--- src/rtl/cpu_switchover_sequencer.sv ---
// Make-before-break handover of the active CPU between redundant cores A and B.
// Powers up the standby core, waits for a stable heartbeat, moves the switch, then powers off the old core.
module cpu_switchover_sequencer #(
    parameter int CNT_W          = 32,
    parameter int PWR_SETTLE_CYC = 1000,
    parameter int HB_STABLE_CYC  = 16,
    parameter int HB_TIMEOUT_CYC = 50000,
    parameter int OFF_DELAY_CYC  = 500
) (
    input  logic clk,
    input  logic rst,
    input  logic req_valid,
    input  logic req_target,
    output logic req_ready,
    input  logic heartbeat_A,
    input  logic heartbeat_B,
    output logic power_on_A,
    output logic power_on_B,
    output logic switch,
    output logic busy,
    output logic done,
    output logic err
);

    typedef enum logic [2:0] {
        IDLE,
        SETTLE,
        WAIT_HB,
        SWITCH,
        OFF_WAIT,
        ABORT
    } state_t;

    localparam logic [63:0]      CNT_LIMIT    = 64'd1 << CNT_W;
    localparam logic [CNT_W-1:0] ONE          = CNT_W'(1);
    localparam logic [CNT_W-1:0] SETTLE_LAST  = CNT_W'(PWR_SETTLE_CYC - 1);
    localparam logic [CNT_W-1:0] TIMEOUT_LAST = CNT_W'(HB_TIMEOUT_CYC - 1);
    localparam logic [CNT_W-1:0] OFF_LAST     = CNT_W'(OFF_DELAY_CYC - 1);
    localparam logic [CNT_W-1:0] STABLE_N     = CNT_W'(HB_STABLE_CYC);

    // Reject parameter sets that cannot be represented by the phase counters.
    generate
        if (PWR_SETTLE_CYC < 1 || HB_STABLE_CYC < 1 || OFF_DELAY_CYC < 1 ||
            HB_TIMEOUT_CYC <= HB_STABLE_CYC ||
            64'(PWR_SETTLE_CYC) >= CNT_LIMIT || 64'(HB_STABLE_CYC) >= CNT_LIMIT ||
            64'(HB_TIMEOUT_CYC) >= CNT_LIMIT || 64'(OFF_DELAY_CYC) >= CNT_LIMIT) begin : g_param_check
            $error("cpu_switchover_sequencer: illegal parameter combination");
        end
    endgenerate

    state_t           state;
    logic             tgt;
    logic [CNT_W-1:0] counter;
    logic [CNT_W-1:0] stab;
    logic [CNT_W-1:0] stab_next;
    logic             hb_tgt;
    logic             stab_hit;
    logic             timeout_hit;
    logic             accept;

    always_comb begin
        hb_tgt = tgt ? heartbeat_B : heartbeat_A;
        stab_next = '0;
        if (hb_tgt) begin
            stab_next = (stab == '1) ? stab : stab + ONE;
        end
        stab_hit    = (stab_next == STABLE_N);
        timeout_hit = (counter == TIMEOUT_LAST);
        accept      = req_valid & req_ready;
    end

    // Stability wins over timeout when both land on the same WAIT_HB cycle.
    always_ff @(posedge clk) begin
        if (rst) begin
            state      <= IDLE;
            tgt        <= 1'b0;
            counter    <= '0;
            stab       <= '0;
            power_on_A <= 1'b1;
            power_on_B <= 1'b0;
            switch     <= 1'b0;
            req_ready  <= 1'b1;
            busy       <= 1'b0;
            done       <= 1'b0;
            err        <= 1'b0;
        end else begin
            done <= 1'b0;
            err  <= 1'b0;
            case (state)
                IDLE: begin
                    if (accept) begin
                        tgt <= req_target;
                        if (req_target == switch) begin
                            done <= 1'b1;
                        end else begin
                            if (req_target) power_on_B <= 1'b1;
                            else            power_on_A <= 1'b1;
                            counter   <= '0;
                            stab      <= '0;
                            state     <= SETTLE;
                            busy      <= 1'b1;
                            req_ready <= 1'b0;
                        end
                    end
                end
                SETTLE: begin
                    if (counter == SETTLE_LAST) begin
                        counter <= '0;
                        stab    <= '0;
                        state   <= WAIT_HB;
                    end else begin
                        counter <= counter + ONE;
                    end
                end
                WAIT_HB: begin
                    stab    <= stab_next;
                    counter <= counter + ONE;
                    if (stab_hit) begin
                        counter <= '0;
                        state   <= SWITCH;
                    end else if (timeout_hit) begin
                        counter <= '0;
                        state   <= ABORT;
                    end
                end
                SWITCH: begin
                    switch  <= tgt;
                    counter <= '0;
                    state   <= OFF_WAIT;
                end
                OFF_WAIT: begin
                    if (counter == OFF_LAST) begin
                        if (tgt) power_on_A <= 1'b0;
                        else     power_on_B <= 1'b0;
                        done      <= 1'b1;
                        counter   <= '0;
                        state     <= IDLE;
                        busy      <= 1'b0;
                        req_ready <= 1'b1;
                    end else begin
                        counter <= counter + ONE;
                    end
                end
                ABORT: begin
                    // Only the core we tried to bring up is dropped; the active one is untouched.
                    if (tgt) power_on_B <= 1'b0;
                    else     power_on_A <= 1'b0;
                    err       <= 1'b1;
                    counter   <= '0;
                    state     <= IDLE;
                    busy      <= 1'b0;
                    req_ready <= 1'b1;
                end
                default: begin
                    counter   <= '0;
                    state     <= IDLE;
                    busy      <= 1'b0;
                    req_ready <= 1'b1;
                end
            endcase
        end
    end

endmodule

--- config.mk ---
export PLATFORM = sky130hd
export DESIGN_NAME = cpu_switchover_sequencer
export DESIGN_NICKNAME = d
export VERILOG_FILES = /design/src/rtl/cpu_switchover_sequencer.sv
export SDC_FILE = /design/constraint.sdc
export NUM_CORES = 1
export LEC_CHECK = 0
export ABC_CLOCK_PERIOD_IN_PS = 3400
export CELL_PAD_IN_SITES_DETAIL_PLACEMENT = 0
export CELL_PAD_IN_SITES_GLOBAL_PLACEMENT = 1
export CORE_MARGIN = 4
export CORE_UTILIZATION = 46
export DETAILED_ROUTE_END_ITERATION = 10
export PLACE_DENSITY_LB_ADDON = 0.1
export SLEW_MARGIN = 5
export SYNTH_ARGS = -nofsm -noshare
export SYNTH_HDL_FRONTEND = slang
export SYNTH_SLANG_ARGS = --single-unit
export TNS_END_PERCENT = 5
--- constraint.sdc ---
create_clock -name clk -period 3.4 [get_ports clk]
set_input_delay 0.68 -clock clk [delete_from_list [all_inputs] [get_ports clk]]
set_output_delay 0.68 -clock clk [all_outputs]
set_load 0.02 [all_outputs]
======== After elaboration in Yosys (flattened, before gate mapping) ========
Cells that the tools add are included.
operators by class
  bitwise gates (word level) .............. 2
  equality and inequality tests ........... 22
  reduce and logical (&&, ||, !) cells .... 11
  mux-type cells .......................... 44
  $add $sub $neg .......................... 2
operator list
  kind                                              count
  2-to-1 mux 32 bit                                 9
  one-hot mux 32 bit (4 select lines)               1
  one-hot mux 32 bit (3 select lines)               1
  adder 32 x 1 -> 32 bit (second input constant)    2
  == test 32 x 10 -> 1 bit (second input constant)  1
  == test 32 x 16 -> 1 bit (second input constant)  1
  == test 32 bit (second input constant)            1
  == test 32 x 5 -> 1 bit (second input constant)   1
  == test 32 x 9 -> 1 bit (second input constant)   1
  2-to-1 mux 1 bit                                  21
  inequality test 2 bit (second input constant)     10
  2-to-1 mux 3 bit                                  6
  one-hot mux 3 bit (5 select lines)                1
  AND reduction 7 bit                               2
  one-hot mux 1 bit (3 select lines)                4
  AND reduction 4 bit                               2
  == test 3 x 2 -> 1 bit (second input constant)    2
  == test 3 bit (second input constant)             2
  nonzero test 3 bit                                2
  AND reduction 5 bit                               1
  AND reduction 2 bit                               2
  == test 3 x 1 -> 1 bit (second input constant)    1
  zero test 3 bit                                   1
  inequality test 3 bit (second input constant)     1
  other kinds (5)                                   5
word-level totals
  bits in registers ....................... 75
  input bits .............................. 6
  output and inout bits ................... 7
  logic and storage cells ................. 92

======== Depth between registers and ports, before layout ========
Gate-level depths: netlist (run 1).
  word-level depth ........................ 6
  depth in mapped cells ................... 13
  gate-level depth less buffers ........... 11

======== Worst setup path before layout (run 1) ========
No wires, ideal clock.
  path type ............................... register to register
  start point ............................. register stab[0]
  end point ............................... register counter[22]
  stages on the path, launching flop included .. 14
  arrival time ............................ 2.986 ns
  setup time .............................. 0.074 ns
  path slack .............................. 0.340 ns
  clock period less this slack ............ 3.060 ns
  cells stage by stage .................... dfxtp_1 ha_1 buf_2 nand4_1 or3_1 a31oi_1 and3_1 xor2_1 nor4b_1 a211o_1 a31oi_4 buf_2 a41oi_1 a31oi_1
on the way
  longest elaborated chain between the ends .. 6
  elaborated cells on any way between the ends .. 7
RTL lines
  what                                                             RTL line  RTL
  from (decl)                                                      54        logic [CNT_W-1:0] stab;
  from (signal assigned)                                           116       stab <= stab_next;
  adder 32 x 1 -> 32 bit / == test 32 bit (equally long branches)  65        stab_next = (stab == '1) ? stab : stab + ONE;
  2-to-1 mux 32 bit (*)                                            65
  2-to-1 mux 32 bit (*)                                            64        if (hb_tgt) begin
  == test 32 x 5 -> 1 bit (*)                                      67        stab_hit = (stab_next == STABLE_N);
  2-to-1 mux 32 bit (*)                                            118       if (stab_hit) begin
  one-hot mux 32 bit (4 select lines) (*)                          89        case (state)
  to (signal assigned)                                             112       counter <= counter + ONE;
  to (signal assigned)                                             117       counter <= counter + ONE;
  to (signal assigned)                                             141       counter <= counter + ONE;
  to (decl)                                                        53        logic [CNT_W-1:0] counter;
Every way passes the cells marked *; elsewhere a longest branch is shown, timed or not.
A chain may end at the register's enable or synchronous reset.

======== Worst setup path after layout (run 1) ========
  start point ............................. register stab[9]
  end point ............................... register counter[30]
Same word-level chain as after synthesis.

==> run_results.csv, run 1 <==
group,metric,value,unit
cts,clk_path_buf_depth,2,
critical_path,slowest_delay,580,ps
power,switching_share,37.93,%
logic_synthesis,synth_top_family_by_area,"simple AND/OR/NAND/NOR gates",
timing,post-route-min-period,3255,ps
logic_synthesis,yosysTopAreaCell,"dfxtp_1",
detailed_routing,drc_errors,0,
logic_synthesis,synth_edf_count,0,
global_route,grt_max_degree,50,
floorplan,core-area,9864,sq um
timing,fin_ws,144.6,ps
timing,slew-limit-headroom,48.16,%
timing,fin_worst_skew,13.16,ps
critical_path,path_cells,"nand4_1, or4_4, or3_4, o32a_1, a2111oi_2, nand3_1, nand2b_2, a31oi_4, buf_4, clkbuf_16, a21o_1, a22o_1",
critical_path,critPathSlowestCell,"or4_4",
detailed_routing,drtIter0Drc,301,
global_route,grt-ovfl-total,0,
place,place_area,5265,sq um
job,cap_violations,0,
floorplan,initial_utilization,47.75,%
logic_synthesis,synth_compound_area_share,23.51,%
logic_synthesis,syn_nets,644,
cells_and_area,layout-drive-gt1-share,16.98,%
min_path,hp-class,"flip-flop to flip-flop",
logic_synthesis,synth_warnings,0,
logic_synthesis,yosys-top-cells-area,"dfxtp_1 32%, a21oi_1 5.4%, nand2_1 5.4%, nor2_1 5.3%, o21ai_0 4.4%",
power,leakage,1.938,nW
power,combPwrFrac,35.2,%
outcome,status,"completed",
timing,finalSetupViolations,0,
detailed_routing,wl_per_cell,17.21,um
detailed_routing,met1_length,6.215,mm
floorplan,die_height,109.2,um
logic_synthesis,syn-mean-instance-area,7.407,sq um
logic_synthesis,yosys.area.top_type_share,31.87,%
cells_and_area,final_nets,686,
detailed_routing,drt_wl_total,14.04,mm
cells_and_area,utilization,57.79,%
floorplan,die_width,109.2,um
cells_and_area,syn2layout_area_growth,21.01,%
cts,clk_latency,360,ps
detailed_routing,vias_per_cell,6.043,
cts,htreeDepth,3,
global_route,grt_pass1_vias,4761,
critical_path,start_kind,"flip-flop",
power,internal_power,1.809,mW
logic_synthesis,syn_area,4711,sq um
cells_and_area,layout_common_cells,"68 x nand2_1, 66 x nor2_1, 66 x dfxtp_1",
cts,cts_tree,"built",
floorplan,num_rows,36,
logic_synthesis,async_flop_share,0,%
logic_synthesis,synth_seq_cells,75,
power,switchingPower,1.105,mW
timing,setup_tns,0,ps
timing,fmaxAchievable,307.2,MHz
global_route,antenna_found_initial,0,
cts,cts_buffers,9,
timing,tightest_slew,774.7,ps
logic_synthesis,synthXorXnorAreaFrac,4.648,%
floorplan,dieArea,11920,sq um
detailed_routing,routed.top_layer,"met4",
timing,finalMaxSlewViolations,0,
detailed_routing,met3WireLength,491,um
place,place_ws,-92.05,ps
cells_and_area,final_cell_area,5700,sq um
global_route,track_usage,24.64,%
timing,min_period_over_period,95.75,%
logic_synthesis,ys_seq_area_share,31.87,%
detailed_routing,detail-route-antenna-nets,0,
floorplan,ioPinCount,13,
cts,postCtsHoldBufs,0,
detailed_routing,drt_pre_antenna_iters,6,
critical_path,critPathKind,"flip-flop to flip-flop",
place,routabilityCongestion,0.9492,
logic_synthesis,ys_types,62,
critical_path,cp.required,3660,ps
power,clkPwrFrac,29.7,%
detailed_routing,num_vias,4931,
cts,clk_pin_slew,90,ps
power,p_per_area,511.2,nW/um^2
timing,rsz0062_at_grt,"false",
power,ir_drop,0.3369,mV
logic_synthesis,synthCells,636,
logic_synthesis,synthMuxAreaShare,1.541,%
detailed_routing,dr_wl_met2,6.933,mm
logic_synthesis,yosys.area_share.adder,0.5312,%
cells_and_area,antennaDiodeCount,0,
cts,clock-sinks,75,
power,power_frac_seq,35.1,%
timing,hold_viol,0,
critical_path,end_kind,"flip-flop",
critical_path,cp_max_fo,14,
critical_path,arrival,3520,ps
global_route,grt_pass1_wl,23.40,mm
logic_synthesis,synth-simple-area-share,33.09,%
logic_synthesis,synthFlopType,"dfxtp_1",
cts,ctsRootBufferMaster,"clkbuf_8",
place,dpl.hpwl,9.926,mm
place,numPortBuffers,12,
cells_and_area,final_common_cell,"nand2_1",
synth_stat cells, types with 2 or more instances:
library cell	number
dfxtp_1	75
nand2_1	68
nor2_1	67
a21oi_1	51
o21ai_0	41
nand3_1	37
clkbuf_1	32
nor3_1	24
nand4_1	21
a31oi_1	20
nor4_1	18
and3_1	17
xor2_1	15
and4_1	11
buf_2	11
inv_1	11
a311oi_1	10
xnor2_1	10
or3_1	8
nand2b_1	7
a211oi_1	6
o211ai_1	6
a22oi_1	5
mux2i_1	5
and2_1	4
nor4b_1	4
a211o_1	3
a41oi_1	3
o21a_1	3
a2111oi_0	2
a2111oi_2	2
a21o_1	2
a22o_1	2
clkbuf_2	2
ha_1	2
nand3_4	2
nand3b_1	2
o32ai_1	2
o41ai_1	2
kinds of logic (layout without fill, tap and decap cells):
family	after synthesis	count (layout)
flip-flops	75	75
buffers and inverters	56	103
XOR/XNOR	25	25
AO/OA/AOI/OAI	171	171
multiplexers	7	7
adder cells (fa/ha/maj)	2	2
AND/OR/NAND/NOR	300	300
routing by layer:
layer | vias to the layer above | global-route usage, %
met5 | - | 0
met2 | 120 | 42.41
met3 | 28 | 3.197
li1 | 2455 | -
met1 | 2328 | 30.43
met4 | 0 | 11.58
sequential cells by signal, indices dropped and copies added, names as in the netlist:
name        count
busy            1
stab           32
state           3
power_on_A      1
err             1
done            1
tgt             1
req_ready       1
counter        32
power_on_B      1
switch          1
metrics by stage:
stage / hold slack (ps) / total power, mW / cells
2_1_floorplan: 459.0 / 1.661 / 636
3_3_place_gp: 475.8 / 1.998 / 793
3_5_place_dp: 490.3 / 2.014 / 793
4_1_cts: 502.5 / 2.883 / 809
5_1_grt: 547.2 / 3.110 / 816
6_report: 499.5 / 2.914 / 816
path summary, 6_finish.rpt:
path,startpoint,end,slack [ps],cells after the start
hold / removal,counter[31],counter[31],500,2
hold reg to reg,counter[31],counter[31],500,2
setup reg to reg,stab[9],counter[30],140,12
setup / recovery,stab[9],counter[30],140,12
worst max-delay path, delay by kind of cell, from the launching register on:
kind	cells	cell delay (ps)
AND/OR/NAND/NOR	5	1510
AO/OA/AOI/OAI	5	970
flip-flops	1	340
buffers and inverters	2	330
power groups by stage:
stage	sequential [mW]	combinational, mW	clock (mW)
floorplan	1.01	0.654	0
global placement	1.04	0.962	0
detailed placement	1.04	0.974	0
CTS	1.02	0.986	0.877
global route	1.04	1.15	0.924
finish	1.02	1.03	0.865
area by class of cell:
cell class,instances,area [sq um]
multi-input cells,505,3095
inverters,11,41.29
well taps,133,166.4
repair buffers,76,638.1
clock inverters,7,122.6
fillers,944,4164
clock buffers,9,123.9
flip-flops and latches,75,1513
repair_timing:
action,in CTS,in global routing
pin swaps,0,9
cloned,0,1
buffers inserted,0,6
endpoints found under the setup margin,19,35
resized for setup,3,25
Power figures use the tool's default switching activity.
==> run 2, diff against run 1 <==
Settings changed: CTS_CLUSTER_SIZE from default to 16, SLEW_MARGIN 5 to default, TNS_END_PERCENT 5 to default.
==> results of run 2 <==
No change in the layout: final DEF, timing and power equal those of run 1.
==> run 3, diff against run 2 <==
Settings changed: CORE_ASPECT_RATIO from default to 1.2.
==> run_results.csv, run 3 (same netlist as run 1, synthesis figures left out) <==
group,metric,value,unit
place,dpl.cell_count,809,
cts,clk_pin_slew,60,ps
cts,ctsRootBufferMaster,"clkbuf_16",
detailed_routing,detail-route-antenna-nets,0,
cells_and_area,final_nets,717,
critical_path,critPathKind,"flip-flop to flip-flop",
critical_path,crit_end,"counter[30]",
timing,finalSetupViolations,0,
place,numPortBuffers,12,
cells_and_area,final_common_cell,"buf_4",
timing,fin_worst_skew,6.589,ps
detailed_routing,drt_pre_antenna_iters,5,
timing,rsz0062_at_grt,"true",
floorplan,initial_utilization,47.06,%
global_route,grt_max_degree,46,
critical_path,end_kind,"flip-flop",
detailed_routing,drc_errors,0,
power,internal_power,2.077,mW
cells_and_area,syn2layout_area_growth,29.46,%
power,switchingPower,1.163,mW
cells_and_area,reg_top3,"counter (32), stab (32), state (3)",
critical_path,r2r_cells,17,
detailed_routing,dr_wl_met2,7.787,mm
critical_path,cp.required,3640,ps
detailed_routing,met1_length,6.162,mm
cts,htreeDepth,3,
place,place_area,5429,sq um
detailed_routing,routed.top_layer,"met4",
timing,setup_tns,0,ps
cts,clk_path_buf_depth,2,
timing,post-route-min-period,3278,ps
timing,min_period_over_period,96.41,%
detailed_routing,wl_per_cell,18.24,um
timing,fmaxAchievable,305.1,MHz
detailed_routing,met3WireLength,675,um
critical_path,start_kind,"flip-flop",
critical_path,arrival,3520,ps
power,clkPwrFrac,34.8,%
global_route,grt-ovfl-total,0,
floorplan,die_width,100.4,um
cts,clock-sinks,75,
power,switching_share,35.90,%
cells_and_area,utilization,60.93,%
cells_and_area,layout_common_cells,"85 x buf_4, 68 x nand2_1, 68 x dfxtp_1",
timing,hold_viol,0,
detailed_routing,num_vias,5244,
detailed_routing,vias_per_cell,6.243,
floorplan,die_height,118.9,um
cts,postCtsHoldBufs,0,
cells_and_area,antennaDiodeCount,0,
place,routabilityCongestion,0.9507,
outcome,status,"completed",
floorplan,core-area,10010,sq um
job,cap_violations,0,
critical_path,r2r_setup_slack,120,ps
detailed_routing,drt_wl_total,15.32,mm
cells_and_area,layout-drive-gt1-share,21.01,%
timing,finalMaxSlewViolations,0,
critical_path,crit_path_start,"stab[1]",
global_route,track_usage,25.64,%
min_path,hp-class,"flip-flop to flip-flop",
floorplan,dieArea,11930,sq um
critical_path,cp_max_fo,7,
power,combPwrFrac,33.6,%
timing,slew-limit-headroom,53.11,%
place,dpl.hpwl,10.76,mm
global_route,grt_pass1_vias,5031,
cells_and_area,final_cell_area,6098,sq um
floorplan,ioPinCount,13,
power,power_frac_seq,31.6,%
critical_path,worstReg2RegStart,"stab[1]",
power,p_per_area,531.4,nW/um^2
detailed_routing,drtIter0Drc,380,
power,leakage,2.179,nW
cts,cts_buffers,9,
global_route,grt_pass1_wl,24.64,mm
cts,cts_tree,"built",
timing,tightest_slew,701.5,ps
critical_path,rr_endpoint,"counter[30]",
cells_and_area,n_fill_cell,936,
floorplan,num_rows,40,
cells_and_area,final_cells,840,
cts,clk_latency,350,ps
power,ir_drop,0.3265,mV
global_route,antenna_found_initial,0,
-- run 3: changes by cell type in the layout (fill, tap and decap cells not counted), moves of 6 or more --
cell	change
clkbuf_16	+8
buf_4	+24
clkbuf_8	-9
buf_6	+6
-- run 3: critical path, stage by stage (launching register included) --
cell and delay [ps]:
dfxtp_2 360, ha_4 160, buf_6 100, and3_4 190, nand4_1 190, buf_4 200
buf_4 120, o31a_1 260, xor2_1 150, nor2_1 80, nor4b_2 270, buf_4 170
a211o_1 170, a31oi_4 110, buf_12 160, buf_6 120, a21o_1 160, a22o_1 190
-- run 3: repair_timing --
action,CTS,global route
cloned,0,0
endpoints found under the setup margin,35,35
pin swaps,1,27
gates resized for setup,6,36
buffers inserted,2,14
-- run 3: how the worst min path moves through the flow --
stage                  endpoint  cells past startpoint        start
floorplan            counter[4]                      1   counter[4]
global placement    counter[31]                      2  counter[31]
detailed placement  counter[31]                      2  counter[31]
CTS                 counter[31]                      2  counter[31]
global route        counter[31]                      2  counter[31]
finish              counter[31]                      2  counter[31]
-- run 3: power groups by stage --
stage | clock network (mW) | registers, mW | logic (mW)
final | 1.13 | 1.03 | 1.09
after global routing | 1.17 | 1.04 | 1.19
after CTS | 1.14 | 1.02 | 1.04
after detailed placement | 0 | 1.04 | 1.00
after global placement | 0 | 1.04 | 0.983
after floorplan | 0 | 1.01 | 0.654
-- run 3: stage by stage --
stage	total power [mW]	hold WS, ps	setup slack [ps]
6_report	3.240	493.9	122.1
5_1_grt	3.395	532.1	-59.33
4_1_cts	3.201	493.7	0.3817
3_5_place_dp	2.044	485.0	-263.1
3_3_place_gp	2.021	475.5	-204.5
2_1_floorplan	1.661	459.0	339.7
-- run 3: area by class of cell --
class | instances | area [sq um] | share of cell area (%)
Tap cell | 126 | 157.7 | 2.585
Sequential cell | 75 | 1510 | 24.76
Timing Repair Buffer | 107 | 900.9 | 14.77
Clock inverter | 6 | 112.6 | 1.847
Multi-Input combinational cell | 505 | 3147 | 51.60
Inverter | 11 | 41.29 | 0.6771
Clock buffer | 10 | 229.0 | 3.755
-- run 3: per-layer routing --
layer / global-route usage, % / vias to the layer above
met4: 14.66 / 0
met3: 4.804 / 54
met5: 0 / -
met2: 43.41 / 176
li1: - / 2532
met1: 29.78 / 2482
